## config.mk

```make
export PLATFORM = sky130hd
export DESIGN_NAME = minutes_display_driver
export DESIGN_NICKNAME = d
export VERILOG_FILES = /design/src/rtl/minutes_display_pkg.sv /design/src/rtl/bin2bcd_seq.sv /design/src/rtl/minutes_display_driver.sv
export SDC_FILE = /design/constraint.sdc
export NUM_CORES = 1
export LEC_CHECK = 0
export BUFFER_PORTS_ARGS = -buffer_cell sky130_fd_sc_hd__clkbuf_2
export CAP_MARGIN = 40
export CORE_MARGIN = 4
export CORE_UTILIZATION = 32
export CTS_CLUSTER_DIAMETER = 50
export DETAILED_ROUTE_END_ITERATION = 10
export MAX_ROUTING_LAYER = met4
export PLACE_DENSITY = 0.53
export SLEW_MARGIN = 20
export SYNTH_ARGS = -nofsm -noshare
export SYNTH_HDL_FRONTEND = slang
export SYNTH_SLANG_ARGS = --single-unit
```

## constraint.sdc

```tcl
create_clock -name clk -period 1.6 [get_ports clk]
set_input_delay 0.08 -clock clk [delete_from_list [all_inputs] [get_ports clk]]
set_output_delay 0.08 -clock clk [all_outputs]
set_load 0.02 [all_outputs]
```

## src/rtl/minutes_display_pkg.sv

```systemverilog
// Shared types and constants for the minutes display driver: converter states,
// BCD nibble width and active-low 7-segment patterns ({g,f,e,d,c,b,a}).
package minutes_display_pkg;

    localparam int BCD_W = 4;

    typedef enum logic {
        IDLE,
        SHIFT
    } conv_state_t;

    localparam logic [6:0] SEG_BLANK = 7'b1111111;
    localparam logic [6:0] SEG_DASH  = 7'b0111111;

    localparam logic [6:0] SEG_DIGITS [10] = '{
        7'b1000000, 7'b1111001, 7'b0100100, 7'b0110000, 7'b0011001,
        7'b0010010, 7'b0000010, 7'b1111000, 7'b0000000, 7'b0010000
    };

    // Double-dabble correction: a nibble of 5 or more would overflow past 9 when doubled.
    function automatic logic [BCD_W-1:0] add3_if_ge5(input logic [BCD_W-1:0] n);
        return (n >= 4'd5) ? n + 4'd3 : n;
    endfunction

    function automatic logic [6:0] digit_seg(input logic [BCD_W-1:0] d);
        return (d <= 4'd9) ? SEG_DIGITS[d] : SEG_BLANK;
    endfunction

endpackage

```

## src/rtl/bin2bcd_seq.sv

```systemverilog
// Sequential shift-and-add-3 converter: 8-bit binary to hundreds/tens/ones,
// one bit per cycle, eight SHIFT cycles per conversion.
module bin2bcd_seq
    import minutes_display_pkg::*;
(
    input  logic             clk,
    input  logic             rst,
    input  logic             load,
    input  logic [7:0]       bin,
    output logic             busy,
    output logic             done,
    output logic [BCD_W-1:0] tens,
    output logic [BCD_W-1:0] ones,
    output logic             err
);

    conv_state_t          state;
    logic [7:0]           shreg;
    logic [3*BCD_W-1:0]   scratch;
    logic [3*BCD_W-1:0]   scratch_adj;
    logic [3*BCD_W-1:0]   scratch_nxt;
    logic [2:0]           iter;

    always_comb begin
        scratch_adj = {add3_if_ge5(scratch[11:8]),
                       add3_if_ge5(scratch[7:4]),
                       add3_if_ge5(scratch[3:0])};
        scratch_nxt = {scratch_adj[10:0], shreg[7]};
    end

    always_ff @(posedge clk or posedge rst) begin
        if (rst) begin
            state   <= IDLE;
            busy    <= 1'b0;
            done    <= 1'b0;
            shreg   <= '0;
            scratch <= '0;
            iter    <= '0;
            tens    <= '0;
            ones    <= '0;
            err     <= 1'b0;
        end else begin
            done <= 1'b0;
            case (state)
                IDLE: begin
                    if (load) begin
                        shreg   <= bin;
                        scratch <= '0;
                        iter    <= '0;
                        busy    <= 1'b1;
                        state   <= SHIFT;
                    end
                end
                SHIFT: begin
                    shreg   <= {shreg[6:0], 1'b0};
                    scratch <= scratch_nxt;
                    iter    <= iter + 3'd1;
                    // The last shift lands directly in the result registers.
                    if (iter == 3'd7) begin
                        busy  <= 1'b0;
                        done  <= 1'b1;
                        tens  <= scratch_nxt[7:4];
                        ones  <= scratch_nxt[3:0];
                        err   <= (scratch_nxt[11:8] != 4'd0);
                        state <= IDLE;
                    end
                end
                default: state <= IDLE;
            endcase
        end
    end

endmodule

```

## src/rtl/minutes_display_driver.sv

```systemverilog
// Minutes value to two-digit multiplexed active-low 7-segment display.
// Optional build macro LEADING_ZERO_BLANK_EN blanks a zero tens digit.
module minutes_display_driver
    import minutes_display_pkg::*;
#(
    parameter int SCAN_DIV = 1000
) (
    input  logic             clk,
    input  logic             rst,
    input  logic [7:0]       count_in,
    input  logic             load,
    output logic             busy,
    output logic             done,
    output logic [BCD_W-1:0] bcd_tens,
    output logic [BCD_W-1:0] bcd_ones,
    output logic             err,
    output logic [6:0]       seg_n,
    output logic [1:0]       an_n
);

    localparam int PRE_W = (SCAN_DIV > 1) ? $clog2(SCAN_DIV) : 1;

    logic [PRE_W-1:0] presc;
    logic             digit_sel;
    logic [6:0]       seg_nxt;
    logic [1:0]       an_nxt;

    // Handshake: load is a one-cycle request honoured only while busy is low
    // (busy acts as not-ready, nothing is queued); done marks bcd_*/err valid.
    bin2bcd_seq u_conv (
        .clk  (clk),
        .rst  (rst),
        .load (load),
        .bin  (count_in),
        .busy (busy),
        .done (done),
        .tens (bcd_tens),
        .ones (bcd_ones),
        .err  (err)
    );

    always_ff @(posedge clk or posedge rst) begin
        if (rst) begin
            presc     <= '0;
            digit_sel <= 1'b0;
        end else if (presc == PRE_W'(SCAN_DIV - 1)) begin
            presc     <= '0;
            digit_sel <= ~digit_sel;
        end else begin
            presc <= presc + 1'b1;
        end
    end

    always_comb begin
        an_nxt  = digit_sel ? 2'b01 : 2'b10;
        seg_nxt = SEG_BLANK;
        if (err) begin
            seg_nxt = SEG_DASH;
        end else if (digit_sel) begin
`ifdef LEADING_ZERO_BLANK_EN
            seg_nxt = (bcd_tens == '0) ? SEG_BLANK : digit_seg(bcd_tens);
`else
            seg_nxt = digit_seg(bcd_tens);
`endif
        end else begin
            seg_nxt = digit_seg(bcd_ones);
        end
    end

    // Registering from the live digit select and digits keeps the outputs glitch-free.
    always_ff @(posedge clk or posedge rst) begin
        if (rst) begin
            seg_n <= SEG_BLANK;
            an_n  <= 2'b11;
        end else begin
            seg_n <= seg_nxt;
            an_n  <= an_nxt;
        end
    end

endmodule

```

==> flow_summary.ini, run 1 <==
[outcome]
status = finished, final reports clean

[grt]
grt_max_degree = 40
antenna_found_initial = 0
track_usage_pct = 12.1
overflow = 0
grt_pass1_wl_um = 9790
grt_pass1_vias = 2125

[logic_synthesis]
synth_compound_area_share_pct = 16.1
synth_mux_area_share_pct = 5.86
synthArstFlopShare_pct = 100
yosysSeqAreaShare_pct = 48.8
syn_inst = 283
synthXorXnorAreaFrac_pct = 2.77
syn-cell-area_um2 = 2840
synth-edff-count = 0
yosysWarnings = 0
ys_ff_latch = 55
synth_area_leaders = dfrtp_1 (41%), ha_1 (8.4%), dfstp_2 (8.3%)
yosysUniqueCellTypes = 39
synth_top_family_by_area = compound AO/OA/AOI/OAI gates
synth-simple-area-share_pct = 13.8
syn_area_per_cell_um2 = 10.0
synth_fp_nets = 313
netlist.top_cell.by_area = dfrtp_1
synthAdderAreaFrac_pct = 8.37
netlist.area_leader.share_pct = 40.5
ys.flop_type = dfrtp_1

[cells_and_area]
fillers = 901
finalNonFillerCells = 440
multiInputGateArea_um2 = 1410
area_growth_pct = 20.5
seq_area_um2 = 1390
fin_nets = 361
n_antenna_cell = 0
drive_above_1_share_pct = 29.2

[clocking]
cts_sinks = 55
clk_latency_ps = 310
cts_buffer_depth = 2
clk_pin_slew_worst_paths_ps = 100
clockRootBuffer = clkbuf_8
cts_tree = yes
htreeDepth = 2
cts-buffers-inserted = 5

[sta]
timing.fmax_mhz = 647
whs_ps = 13.2
rsz0062_at_grt = true
final.setup_skew_ps = 11.4
post-route-min-period_ps = 1550
slew-limit-headroom_pct = 71.6
tightestPinTransition_ps = 426
hold_viol = 0
post-route-period-util_pct = 96.6
slew_viol_final = 0
setup_violations = 0

[worst_setup_path]
crit_type = reg2reg
crit_buf_inv = 0
critPathArrivalTime_ps = 1740
r2r-end = u_conv.err
worst-endpoint-required_ps = 1790
crit_fanout = 5
crit_chain = ha_1 -> nand2b_1 -> or3b_1 -> nand4_1 -> o32a_1
crit_family = simple AND/OR/NAND/NOR gates
r2r_slack_ps = 50
start_kind = register
r2r-start = u_conv.scratch[4]
crit_slowest_cell = dfrtp_1
cp-end-kind = register
worst_path_largest_cell_delay_ps = 430
r2r_cells = 5

[pwr]
comb_power_share_pct = 50.7
ir_drop_uv = 688
sequentialPowerShare_pct = 36.8
switching_share_pct = 40.9
p_int_mw = 3.61
p_leak_nw = 1.63
netSwitchingPower_mw = 2.50
power_frac_clock_pct = 12.4
powerDensity_nw_per_um2 = 1790
finalPower_mw = 6.11

[floorplan]
rows = 34
die_area_um2 = 10500
core_area_um2 = 8680
dieHeight_um = 102
floorplan.initialDensity_pct = 32.7
dieWidth_um = 102
io_pins = 31

[min_path]
holdPathStages = 3
min_to = u_conv.shreg[0]
min_path_type = in2reg
min_from = count_in[0]

[placed_design]
dp.cells = 427
routabilityCongestion = 0.788
io_buffers = 30
hpwlAfterDp_um = 4330

[detailed_routing]
ant_nets = 0
drc = 0
drt_pass1_iterations = 4
wl_per_cell_um = 13.2
vias = 2126
drt_iter0_drc = 27
routed_via_density = 4.83
wl_um = 5820

[flow_run]
maxCapViolations = 0
## power by group through the flow
stage / sequential [mW] / combinational (mW) / clock (mW)
2_1_floorplan: 2.43 / 1.81 / 0
3_3_place_gp: 2.26 / 2.82 / 0
3_5_place_dp: 2.27 / 2.86 / 0
4_1_cts: 2.24 / 2.88 / 0.795
5_1_grt: 2.33 / 3.48 / 0.847
6_report: 2.25 / 3.10 / 0.759
## state kept, by name, summed over array words and instances, names as in the netlist
register        count
u_conv.scratch     12
presc              10
u_conv.shreg        8
seg_n               7
u_conv.ones         4
u_conv.tens         4
u_conv.iter         3
an_n                2
digit_sel           1
u_conv.busy         1
u_conv.done         1
u_conv.err          1
u_conv.state        1
## metal layers
metal	up-vias	share of wire, %	GRT usage, %
li1	1066	-	-
met1	1023	46	15.1
met3	4	3.4	2.32
met5	-	0	-
met2	33	50	20.1
met4	0	0.62	3.33
## worst reg2reg max path: cells and delay by family (launching register included)
kind            cells  cell delay [ps]
simple gates        3              490
flops               1              430
compound gates      1              300
fa+ha+maj           1              220
## cells in the mapped netlist (all sizes together), types with 6 or more instances
| cell type | number |
|---|---|
| a21oi | 24 |
| nand2 | 26 |
| o21ai | 23 |
| inv | 17 |
| nor2 | 21 |
| nand2b | 6 |
| nand3 | 7 |
| dfrtp | 46 |
| xnor2 | 7 |
| a21o | 9 |
| mux2i | 11 |
| ha | 19 |
| dfstp | 9 |
| clkbuf | 8 |
| nor3 | 6 |
## what timing repair did
| item | 4_1_cts | 5_1_grt |
|---|---|---|
| setup endpoints to repair | 1 | 17 |
| buffers inserted | 0 | 4 |
| gates cloned | 0 | 0 |
| hold buffers | 1 | 0 |
| resized for setup | 1 | 18 |
| hold endpoints to repair | 7 | 0 |
| pin swaps | 0 | 2 |
## cells by family (layout without fill, tap and decap cells)
| family | count (synthesis) | count (layout) |
|---|---|---|
| flip-flops | 55 | 55 |
| AO/OA/AOI/OAI | 74 | 74 |
| XOR/XNOR | 9 | 9 |
| buffers and inverters | 30 | 79 |
| adder cells (fa/ha/maj) | 19 | 19 |
| AND/OR/NAND/NOR | 80 | 80 |
| multiplexers | 16 | 16 |
## area by class of cell
type	count	area share [%]
clock buffers	6	2.12
well taps	108	3.95
inverters	17	1.86
multi-input cells	198	41.1
flip-flops and latches	55	40.5
clock inverters	2	0.365
repair buffers	54	10.1
## how the worst max path moves through the flow
| stage | startpoint | to | depth (start not counted) | slack (ps) |
|---|---|---|---|---|
| final | u_conv.scratch[4] | u_conv.err | 5 | 50 |
| after global routing | u_conv.scratch[4] | u_conv.err | 6 | -20 |
| after CTS | u_conv.scratch[8] | u_conv.err | 5 | 2 |
| after detailed placement | u_conv.scratch[8] | u_conv.err | 5 | 20 |
| after global placement | u_conv.scratch[0] | u_conv.ones[2] | 6 | 30 |
| after floorplan | u_conv.tens[0] | seg_n[3] | 6 | 50 |
## layout by cell type (no fill, tap or decap), types with 3 or more instances in the layout
master and instances:
a21oi_2 3, inv_2 4, a21oi_1 20, nor2_1 21, xnor2_1 6, mux2_2 5
nor3b_1 3, inv_1 13, nor3_1 5, clkbuf_2 30, ha_1 16, o21ai_0 23
clkbuf_8 5, nand2_1 26, nand2b_1 5, nand3_1 7, dfstp_2 9, mux2i_1 9
dfrtp_1 46, buf_4 22, a21o_1 9, and3_1 4
## per-stage QoR
| step | setup WS [ps] | TNS (ps) | instance area (um2) | util, % |
|---|---|---|---|---|
| floorplan | 52.1 | 0 | 2840 | - |
| global placement | 25.5 | 0 | 3220 | 37.2 |
| detailed placement | 18.3 | 0 | 3220 | 37.2 |
| CTS | 1.66 | 0 | 3320 | 38.3 |
| global route | -21.3 | -73.2 | 3420 | 39.4 |
| finish | 54.0 | 0 | 3420 | 39.4 |
Power figures use the tool's default switching activity.
==> run 2, diff against run 1 <==
CELL_PAD_IN_SITES_DETAIL_PLACEMENT = 0   (was unset)
CELL_PAD_IN_SITES_GLOBAL_PLACEMENT = 2   (was unset)
PLACE_DENSITY = 0.73   (was 0.53)
==> run 2 against run 1 <==
Effect of this change:
- sequential power barely moved
- die area stayed put
- clock power is 2% higher
- total power rose by 0.79%
- critical path type unchanged
- largest cell class unchanged
==> flow_summary.ini, run 2 (same netlist as run 1, synthesis figures left out) <==
[floorplan]
dieWidth_um = 102
floorplan.initialDensity_pct = 32.7
die_area_um2 = 10500
core_area_um2 = 8680
io_pins = 31
dieHeight_um = 102
rows = 34

[grt]
track_usage_pct = 12.6
antenna_found_initial = 0
grt_pass1_wl_um = 10100
grt_pass1_vias = 2096
grt_max_degree = 56
overflow = 0

[worst_setup_path]
crit_chain = inv_1 -> ha_1 -> nand2b_4 -> or3b_4 -> nand4_1 -> o32a_1
crit_family = flip-flops
start_kind = register
crit_slowest_cell = dfrtp_2
cp-end-kind = register
critPathArrivalTime_ps = 1710
worst_path_largest_cell_delay_ps = 440
crit_fanout = 5
crit_buf_inv = 1
worst-endpoint-required_ps = 1800
crit_type = reg2reg

[min_path]
min_path_type = in2reg

[placed_design]
io_buffers = 30
dp_slack_ps = 34.4
hpwlAfterDp_um = 4340
routabilityCongestion = 0.755
dp.cells = 430

[cells_and_area]
multiInputGateArea_um2 = 1400
layout_common_cells = dfrtp_1 (45), clkbuf_2 (30), nand2_1 (26)
seq_area_um2 = 1390
layout_commonest_cell = dfrtp_1
finalNonFillerCells = 443
area_growth_pct = 21.2
fillers = 872
n_antenna_cell = 0
final_util_pct = 39.7
fin_nets = 364
drive_above_1_share_pct = 30.4
largest_register_ffs = 12
top_register = u_conv.scratch
reg_top3 = u_conv.scratch x12, presc x10, u_conv.shreg x8

[clocking]
clockRootBuffer = clkbuf_8
cts_buffer_depth = 2
cts_sinks = 55
cts-buffers-inserted = 5
htreeDepth = 2
clk_latency_ps = 310
clk_pin_slew_worst_paths_ps = 90
cts_tree = yes

[sta]
slew_viol_final = 0
hold_viol = 0
post-route-min-period_ps = 1520
timing.fmax_mhz = 660
setup_violations = 0
final.setup_skew_ps = 11.4
post-route-period-util_pct = 94.7
whs_ps = 18.3
slew-limit-headroom_pct = 71.3
worst_slack_ps = 84.6
tightestPinTransition_ps = 430
fin_setup_tns_ps = 0

[pwr]
p_int_mw = 3.63
comb_power_share_pct = 50.8
sequentialPowerShare_pct = 36.6
netSwitchingPower_mw = 2.53
p_leak_nw = 1.64
powerDensity_nw_per_um2 = 1790
switching_share_pct = 41.0
ir_drop_uv = 506
power_frac_clock_pct = 12.6

[detailed_routing]
routed_via_density = 4.86
wl_per_cell_um = 13.7
drt_pass1_iterations = 4
ant_nets = 0
drt_iter0_drc = 71
drc = 0
wl_um = 6070
vias = 2153

[outcome]
status = finished, final reports clean

[flow_run]
maxCapViolations = 0
==> run 2: worst register-to-register path, cell delays in order (launching register included) <==
cell and delay [ps]:
dfrtp_2 440, inv_1 70, ha_1 220, nand2b_4 70
or3b_4 230, nand4_1 80, o32a_1 290
==> run 2: final timing paths <==
path | end | slack (ps) | start | cells past startpoint
setup / recovery | u_conv.err | 80 | u_conv.scratch[4] | 6
hold / removal | u_conv.shreg[0] | 20 | count_in[0] | 3
setup reg to reg | u_conv.err | 80 | u_conv.scratch[4] | 6
hold reg to reg | an_n[1] | 470 | digit_sel | 1
max in group asynchronous | seg_n[2] | 940 | rst | 4
min in group asynchronous | u_conv.shreg[6] | 340 | rst | 4
==> run 2: cell type report <==
type	instances	share of cell area, %
well taps	108	3.92
clock inverters	2	0.363
clock buffers	6	2.11
inverters	17	1.85
flip-flops and latches	55	40.3
repair buffers	57	10.7
multi-input cells	198	40.8
==> run 2: routing by layer <==
layer,vias to the layer above,track usage [%],share of wire (%)
met5,-,-,0
met4,0,3.33,1.2
met3,10,2.59,4.0
met2,41,20.8,49
met1,1020,15.7,46
li1,1082,-,-
==> run 2: through the flow <==
step / power (mW) / cell area (um2)
floorplan: 4.24 / 2840
global placement: 5.11 / 3250
detailed placement: 5.13 / 3250
CTS: 5.92 / 3340
global route: 6.73 / 3440
finish: 6.16 / 3440
==> run 2: repair_timing <==
| action | 4_1_cts | 5_1_grt |
|---|---|---|
| hold endpoints to repair | 46 | 0 |
| gates resized for setup | 0 | 20 |
| buffers inserted | 0 | 4 |
| hold buffers | 1 | 0 |
| setup endpoints to repair | 0 | 14 |
==> run 2: power by group through the flow <==
stage / clock, mW / combinational, mW / sequential [mW]
final: 0.774 / 3.13 / 2.26
after global routing: 0.867 / 3.54 / 2.33
after CTS: 0.804 / 2.88 / 2.24
after detailed placement: 0 / 2.86 / 2.27
after global placement: 0 / 2.85 / 2.26
after floorplan: 0 / 1.81 / 2.43
==> run 3, diff against run 2 <==
==> constraint.sdc (replaced) <==
create_clock -name clk -period 1.6 [get_ports clk]
set_input_delay 0.24 -clock clk [delete_from_list [all_inputs] [get_ports clk]]
set_output_delay 0.24 -clock clk [all_outputs]
set_load 0.02 [all_outputs]
==> run 3 against run 2 <==
Effect of this change:
- utilization grew 0.32 points
- critical path depth shrank 1
- setup slack worse by 14 ps
- clock power grew 27%
- largest power group unchanged
==> flow_summary.ini, run 3 (same netlist as run 1, synthesis figures left out) <==
[pwr]
power_frac_clock_pct = 15.6
switching_share_pct = 40.0
p_int_mw = 3.80
p_leak_nw = 1.65
powerDensity_nw_per_um2 = 1820
netSwitchingPower_mw = 2.53
ir_drop_uv = 571
comb_power_share_pct = 48.7
sequentialPowerShare_pct = 35.8

[clocking]
clk_latency_ps = 310
htreeDepth = 2
cts-buffers-inserted = 5
clockRootBuffer = clkbuf_8
cts_buffer_depth = 2
cts_sinks = 55
clk_pin_slew_worst_paths_ps = 100
cts_tree = yes

[detailed_routing]
drc = 0
wl_um = 5920
routed_via_density = 4.82
wl_met3_um = 211
routed.top_layer = met4
vias = 2131
wl_met1_um = 2830
ant_nets = 0
drt_pass1_iterations = 6
drt_iter0_drc = 84
wl_per_cell_um = 13.4
wl_met2_um = 2780

[cells_and_area]
layout_commonest_cell = dfrtp_1
n_antenna_cell = 0
layout_common_cells = dfrtp_1 (46), clkbuf_2 (30), nand2_1 (26)
fin_nets = 363
final_area_um2 = 3470
largest_register_ffs = 12
area_growth_pct = 22.2
drive_above_1_share_pct = 31.4
final_util_pct = 40.0
seq_area_um2 = 1390
fillers = 884
top_register = u_conv.scratch
multiInputGateArea_um2 = 1400
reg_top3 = u_conv.scratch x12, presc x10, u_conv.shreg x8

[floorplan]
core_area_um2 = 8680
rows = 34
io_pins = 31
die_area_um2 = 10500
dieWidth_um = 102
floorplan.initialDensity_pct = 32.7
dieHeight_um = 102

[worst_setup_path]
critPathArrivalTime_ps = 1780
worst-endpoint-required_ps = 1850
start_kind = register
crit_fanout = 4
cp-end-kind = register
crit_type = reg2reg

[min_path]
min_path_type = in2reg

[placed_design]
io_buffers = 30
hpwlAfterDp_um = 4430
dpl-instance-area_um2 = 3260
routabilityCongestion = 0.787

[sta]
post-route-period-util_pct = 95.6
timing.fmax_mhz = 654
final.setup_skew_ps = 7.46
setup_violations = 0
tightestPinTransition_ps = 454
slew-limit-headroom_pct = 69.7
post-route-min-period_ps = 1530
hold_viol = 0
whs_ps = 173
slew_viol_final = 0

[grt]
antenna_found_initial = 0
track_usage_pct = 12.3
overflow = 0
grt_pass1_wl_um = 9970
grt_pass1_vias = 2076
grt_max_degree = 30

[flow_run]
maxCapViolations = 0

[outcome]
status = finished, final reports clean
==> run 3: what timing repair did <==
item                                    4_1_cts  5_1_grt
hold buffers                                  1        0
resized for setup                             0       23
hold endpoints to repair                      9        0
endpoints found under the setup margin        0       13
buffers inserted                              0        1
==> run 3: metrics by stage <==
stage / cells / setup WS, ps / setup TNS, ps / power, mW
2_1_floorplan: 283 / 32.0 / 0 / 4.24
3_3_place_gp: 432 / 47.4 / 0 / 5.11
3_5_place_dp: 432 / 36.4 / 0 / 5.14
5_1_grt: 442 / -19.6 / -21.8 / 6.90
6_report: 442 / 70.9 / 0 / 6.32
4_1_cts: 441 / 0.168 / 0 / 6.16
==> run 3: final cells by class <==
class | count | area share, %
clock buffer | 6 | 2.38
clock inverter | 2 | 1.12
inverter | 17 | 1.84
multi-input combinational | 198 | 40.4
sequential | 55 | 40.0
tap | 108 | 3.89
timing repair buffer | 56 | 10.4
==> run 3: power groups by stage <==
stage / logic [mW] / registers, mW / clock network [mW]
after floorplan: 1.81 / 2.43 / 0
after global placement: 2.85 / 2.26 / 0
after detailed placement: 2.87 / 2.27 / 0
after CTS: 2.89 / 2.24 / 1.03
after global routing: 3.46 / 2.34 / 1.09
final: 3.08 / 2.26 / 0.984
==> run 3: final timing paths <==
path                                    from                 to  slack, ps  cells after the start
min in group asynchronous                rst  u_conv.scratch[1]        470                      3
setup / recovery           u_conv.scratch[0]     u_conv.ones[2]         70                      5
hold reg to reg                    digit_sel            an_n[1]        460                      1
setup reg to reg           u_conv.scratch[0]     u_conv.ones[2]         70                      5
max in group asynchronous                rst         u_conv.err        620                      4
hold / removal                   count_in[0]    u_conv.shreg[0]        170                      3
==> run 3: critical path, cell delays in order (launching register included) <==
cell	delay [ps]
dfrtp_1	440
ha_1	210
nand2b_1	160
a21oi_2	210
mux2i_2	280
mux2_2	180
==> run 3: per-layer routing <==
layer,vias to the layer above,GRT usage (%)
li1,1073,-
met1,1002,16.2
met2,48,19.4
met3,8,2.25
met4,0,3.83
met5,-,-
